$ cat src/rtl/led_pkg.sv
// led_pkg: shared FSM state encoding and board constants for the LED breathing block
package led_pkg;
  typedef enum logic [2:0] {
    OFF     = 3'd0,
    UP      = 3'd1,
    HOLD_HI = 3'd2,
    DOWN    = 3'd3,
    HOLD_LO = 3'd4
  } state_t;
  localparam int CLK_HZ = 25_000_000;
endpackage

$ cat src/rtl/pwm_gen.sv
// pwm_gen: free-running PWM counter with registered duty comparator
module pwm_gen #(
  parameter int PWM_BITS = 8
) (
  input  logic                clk,
  input  logic                rst_n,
  input  logic                run,
  input  logic [PWM_BITS-1:0] duty,
  output logic                led,
  output logic                period_tick
);
  logic [PWM_BITS-1:0] cnt;
  assign period_tick = cnt == '1;
  // counter runs only while enabled and restarts from 0; led lags the compare by one clock
  always_ff @(posedge clk or negedge rst_n)
    if (!rst_n) begin
      cnt <= '0;
      led <= 1'b0;
    end else if (!run) begin
      cnt <= '0;
      led <= 1'b0;
    end else begin
      cnt <= cnt + 1'b1;
      led <= cnt < duty;
    end
endmodule

$ cat src/rtl/led_breath_pwm.sv
// led_breath_pwm: breathing LED drive ramping PWM duty up, hold, down, hold while enabled
module led_breath_pwm
  import led_pkg::*;
#(
  parameter int PWM_BITS     = 8,
  parameter int STEP_PERIODS = 390,
  parameter int HOLD_STEPS   = 64
) (
  input  logic                clk,
  input  logic                rst_n,
  input  logic                en,
  output logic                led,
  output logic [PWM_BITS-1:0] duty,
  output logic [2:0]          phase,
  output logic                cycle_done
);
  localparam int SW = $clog2(STEP_PERIODS + 1);
  localparam int HW = $clog2(HOLD_STEPS + 1);
  localparam logic [SW-1:0] STEP_LAST = SW'(STEP_PERIODS - 1);
  localparam logic [HW-1:0] HOLD_LAST = HW'(HOLD_STEPS - 1);
  localparam logic [PWM_BITS-1:0] DUTY_PEN = PWM_BITS'(2**PWM_BITS - 2);
  state_t state;
  logic [SW-1:0] step_cnt;
  logic [HW-1:0] hold_cnt;
  logic period_tick, step, run;
  assign run   = en && state != OFF;
  assign step  = period_tick && step_cnt == STEP_LAST;
  assign phase = state;
  pwm_gen #(.PWM_BITS(PWM_BITS)) u_pwm (
    .clk         (clk),
    .rst_n       (rst_n),
    .run         (run),
    .duty        (duty),
    .led         (led),
    .period_tick (period_tick)
  );
  // breath sequencer; dropping en wins over any step in the same clock
  always_ff @(posedge clk or negedge rst_n)
    if (!rst_n) begin
      state      <= OFF;
      duty       <= '0;
      step_cnt   <= '0;
      hold_cnt   <= '0;
      cycle_done <= 1'b0;
    end else if (!en) begin
      state      <= OFF;
      duty       <= '0;
      step_cnt   <= '0;
      hold_cnt   <= '0;
      cycle_done <= 1'b0;
    end else begin
      cycle_done <= 1'b0;
      if (state != OFF && period_tick) step_cnt <= step ? '0 : step_cnt + 1'b1;
      case (state)
        OFF: state <= UP;
        UP:
          if (step) begin
            duty <= duty + 1'b1;
            if (duty == DUTY_PEN) begin
              state    <= HOLD_HI;
              hold_cnt <= '0;
            end
          end
        HOLD_HI:
          if (step) begin
            hold_cnt <= hold_cnt == HOLD_LAST ? '0 : hold_cnt + 1'b1;
            if (hold_cnt == HOLD_LAST) state <= DOWN;
          end
        DOWN:
          if (step) begin
            duty <= duty - 1'b1;
            if (duty == PWM_BITS'(1)) begin
              state    <= HOLD_LO;
              hold_cnt <= '0;
            end
          end
        HOLD_LO:
          if (step) begin
            hold_cnt <= hold_cnt == HOLD_LAST ? '0 : hold_cnt + 1'b1;
            if (hold_cnt == HOLD_LAST) begin
              state      <= UP;
              cycle_done <= 1'b1;
            end
          end
        default: state <= OFF;
      endcase
    end
endmodule

$ cat config.mk
export PLATFORM = sky130hd
export DESIGN_NAME = led_breath_pwm
export DESIGN_NICKNAME = d
export VERILOG_FILES = /design/src/rtl/led_pkg.sv /design/src/rtl/pwm_gen.sv /design/src/rtl/led_breath_pwm.sv
export SDC_FILE = /design/constraint.sdc
export NUM_CORES = 1
export LEC_CHECK = 0
export ABC_AREA = 1
export CAP_MARGIN = 40
export CORE_UTILIZATION = 25
export CTS_BUF_LIST = sky130_fd_sc_hd__clkbuf_4 sky130_fd_sc_hd__clkbuf_8
export CTS_CLUSTER_DIAMETER = 60
export DETAILED_ROUTE_END_ITERATION = 6
export HOLD_SLACK_MARGIN = 0.08
export PLACE_DENSITY = 0.52
export SLEW_MARGIN = 40
export SYNTH_ARGS = -nofsm -noshare
export SYNTH_HDL_FRONTEND = slang
export SYNTH_SLANG_ARGS = --single-unit
$ cat constraint.sdc
create_clock -name clk -period 2 [get_ports clk]
set_input_delay 0.2 -clock clk [delete_from_list [all_inputs] [get_ports clk]]
set_output_delay 0.2 -clock clk [all_outputs]
set_load 0.005 [all_outputs]
==> summary.txt <==
post-synthesis adder-cell area fraction: 0.07133
Top FF cell, synth: dfrtp_1
DRT iter0 DRCs: 103
Worst Path Arrival: 1.94 ns
yosys synthesis warning count: 0
num rows: 37
Max clock buf depth: 2
Starting Density: 0.2560
WS Path Type: register to register
final antenna-violating net count: 0
total chip power: 2.512 mW
Seq cells post-synth: 37
cell leakage power: 1.445 nW
Peak VDD IR: 274.5 uV
Post-Synth XOR/XNOR Area: 0.02663
Core Area: 10,280 sq um
clock sinks: 37
status: finished clean
Via density: 4.469
Layout area overhead: 15.50%
Commonest cells post-synth: 103 x nand2_1, 44 x nor2_1, 39 x nand3_1
register area share after synthesis: 0.3519
length in cells of the worst reg-to-reg path: 11
crit end category: register
WHS: 0.4517 ns
Final Max Tran Viols: 0
DRC: 0
Routability Congestion: 0.8183
Routed WL: 6161 um
Setup crit start kind: register
number of global-route vias before repair: 2,278
critical path required time: 2.18 ns
Area after DPL: 2937 sq um
post-synthesis cell count: 376
TritonCTS clock tree: done
clock-pin slew on the worst setup and hold paths: 0.08 ns
Die Width: 104.6 um
final-report setup violation count: 0
die extent in y: 104.6 um
placed cell count: 525
P_sw: 1.020 mW
Reg power frac: 0.387
# IOs: 16
die area: 10,940 sq um
area share of the largest cell type after synthesis: 0.3519
# diodes: 0
Post-synth EDFFs: 0
initial antenna violation count: 0
Layout fillers: 1,126
FMAX: 0.5709 GHz
PortBufs: 15
RSZ-0062 raised after global routing: false
FF/Latch Area: 925.9 sq um
dpl hpwl: 4749 um
critical path peak fanout: 7
global-route wire length before repair: 10,900 um
Cell Area, Synth: 2631 sq um
slew margin rel.: 0.5938
Worst Tran Pin Value: 0.6093 ns
Worst R2R End: hold_cnt[1]$_DFFE_PN0P_
power share of the combinational group: 0.389
Period minus WS final: 1.752 ns
layout cells sized above 1: 0.1083
largest family of logic cells by synthesized area: simple AND/OR/NAND/NOR gates
via count: 2,382
Final nets: 415
Num CTS Buffers: 5
asr flop ratio synth: 1.000
area taken by multi-input logic gates: 1499 sq um
fin crit share: 0.8758
largest net degree at the start of global routing: 26
Syn Nets: 394
simple-gate area share of the yosys netlist: 0.3932
Design Area, Final: 3039 sq um
Pwr Density: 826.6 nW/um^2
Hold Violations, Final: 0
syn avg cell area: 6.998 sq um
max-cap check violation count: 0
Yosys top cell by area: dfrtp_1
Setup Skew: 0.004771 ns
final non-filler cell total: 533
ranking of synthesized cells by area: dfrtp_1 35%, nand2_1 15%, nand3_1 7.4%
drt pass-1 iters: 6
worst skew pair latency: 0.29 ns
HP Class: primary input to asynchronous set/reset pin
WL per Instance: 11.56 um
Fin Setup TNS: 0 ns
sw frac: 0.4060
post-synthesis mux area share: 0
Overall Global Routing Usage: 0.1214
clock group share of total power: 0.224
reg2reg start: duty[0]$_DFFE_PN0P_
clock root buffer: clkbuf_8
H-tree depth: 2
Synth Area in Compound Gates: 0.07751
Cell variety after synth: 31
r2r setup slk: 0.25 ns
Pint: 1.492 mW
grt ovf: 0
top-count cell post-synth: nand2_1
## through the flow
step	setup WS (ns)	util
after floorplan	0.5265	-
after global placement	0.2603	0.2857
after detailed placement	0.2081	0.2857
after CTS	0.1901	0.2955
after global routing	0.05833	0.2957
final	0.2483	0.2957
## registers in the layout (all words and copies together), names as in the netlist
register,count
cycle_done,1
duty,8
hold_cnt,7
phase,3
step_cnt,9
u_pwm.cnt,8
u_pwm.led,1
## layer usage
layer	vias up	routed length (um)	share of wire	GRT usage
met5	-	0	0	0
met4	0	92	0.015	0.03924
met3	6	169	0.027	0.01934
met2	30	2897	0.47	0.2053
met1	1097	3001	0.49	0.1577
li1	1249	-	-	-
## layout make-up
class / count / share of cell area
multi-input cells: 288 / 0.4932
flip-flops and latches: 37 / 0.3047
repair buffers: 20 / 0.06093
well taps: 136 / 0.05599
clock buffers: 7 / 0.02964
inverters: 45 / 0.05558
## cells by family (layout without fill, tap and decap cells)
| kind of cell | count (synthesis) | after routing |
|---|---|---|
| AO/OA/AOI/OAI | 38 | 38 |
| XOR/XNOR | 8 | 8 |
| flip-flops | 37 | 37 |
| buffers and inverters | 51 | 72 |
| adder cells (fa/ha/maj) | 15 | 15 |
| AND/OR/NAND/NOR | 227 | 227 |
## critical path: stages, from the launching register on
cell	delay (ns)
dfrtp_1	0.46
inv_1	0.20
ha_1	0.18
nand2_1	0.05
nor2_1	0.08
nand2_1	0.09
nand2_1	0.07
inv_1	0.04
nor2_2	0.19
nand3_4	0.15
nand2_1	0.09
nand2_1	0.05
## worst max path at each step
| stage | startpoint | endpoint | slack (ns) | cells after the start |
|---|---|---|---|---|
| after global routing | duty[0]$_DFFE_PN0P_ | hold_cnt[0]$_DFFE_PN0P_ | 0.06 | 11 |
| after floorplan | u_pwm.cnt[0]$_DFF_PN0_ | step_cnt[4]$_DFFE_PN0P_ | 0.53 | 10 |
| after detailed placement | u_pwm.cnt[0]$_DFF_PN0_ | step_cnt[2]$_DFFE_PN0P_ | 0.21 | 10 |
| final | duty[0]$_DFFE_PN0P_ | hold_cnt[1]$_DFFE_PN0P_ | 0.25 | 11 |
| after CTS | u_pwm.cnt[0]$_DFF_PN0_ | step_cnt[2]$_DFFE_PN0P_ | 0.19 | 10 |
| after global placement | u_pwm.cnt[0]$_DFF_PN0_ | step_cnt[2]$_DFFE_PN0P_ | 0.26 | 10 |
## cells in the final DEF (no fill, tap or decap), drive strengths merged, types with 3 or more instances in the layout
master         netlist  final
a21oi               15     15
buf                  6      5
clkbuf               0      7
clkdlybuf4s50        0     14
dfrtp               37     37
ha                  15     15
inv                 45     45
nand2              112    112
nand3               41     41
nand4                4      4
nor2                53     53
nor3                10     10
o21ai               18     18
xnor2                3      3
xor2                 5      5
## timing repair
item,4_1_cts,5_1_grt
endpoints found under the hold margin,23,0
endpoints found under the setup margin,0,2
gates resized for setup,0,1
buffers inserted,0,0
hold buffers,1,0
## power groups by stage
stage | Sequential [mW] | Clock, mW | Combinational [mW]
after detailed placement | 0.985 | 0 | 0.981
after global placement | 0.984 | 0 | 0.977
final | 0.972 | 0.562 | 0.978
after floorplan | 0.939 | 0 | 0.719
after CTS | 0.971 | 0.580 | 0.987
after global routing | 0.992 | 0.606 | 1.12
Note: power is estimated with default switching activity, not from simulation.
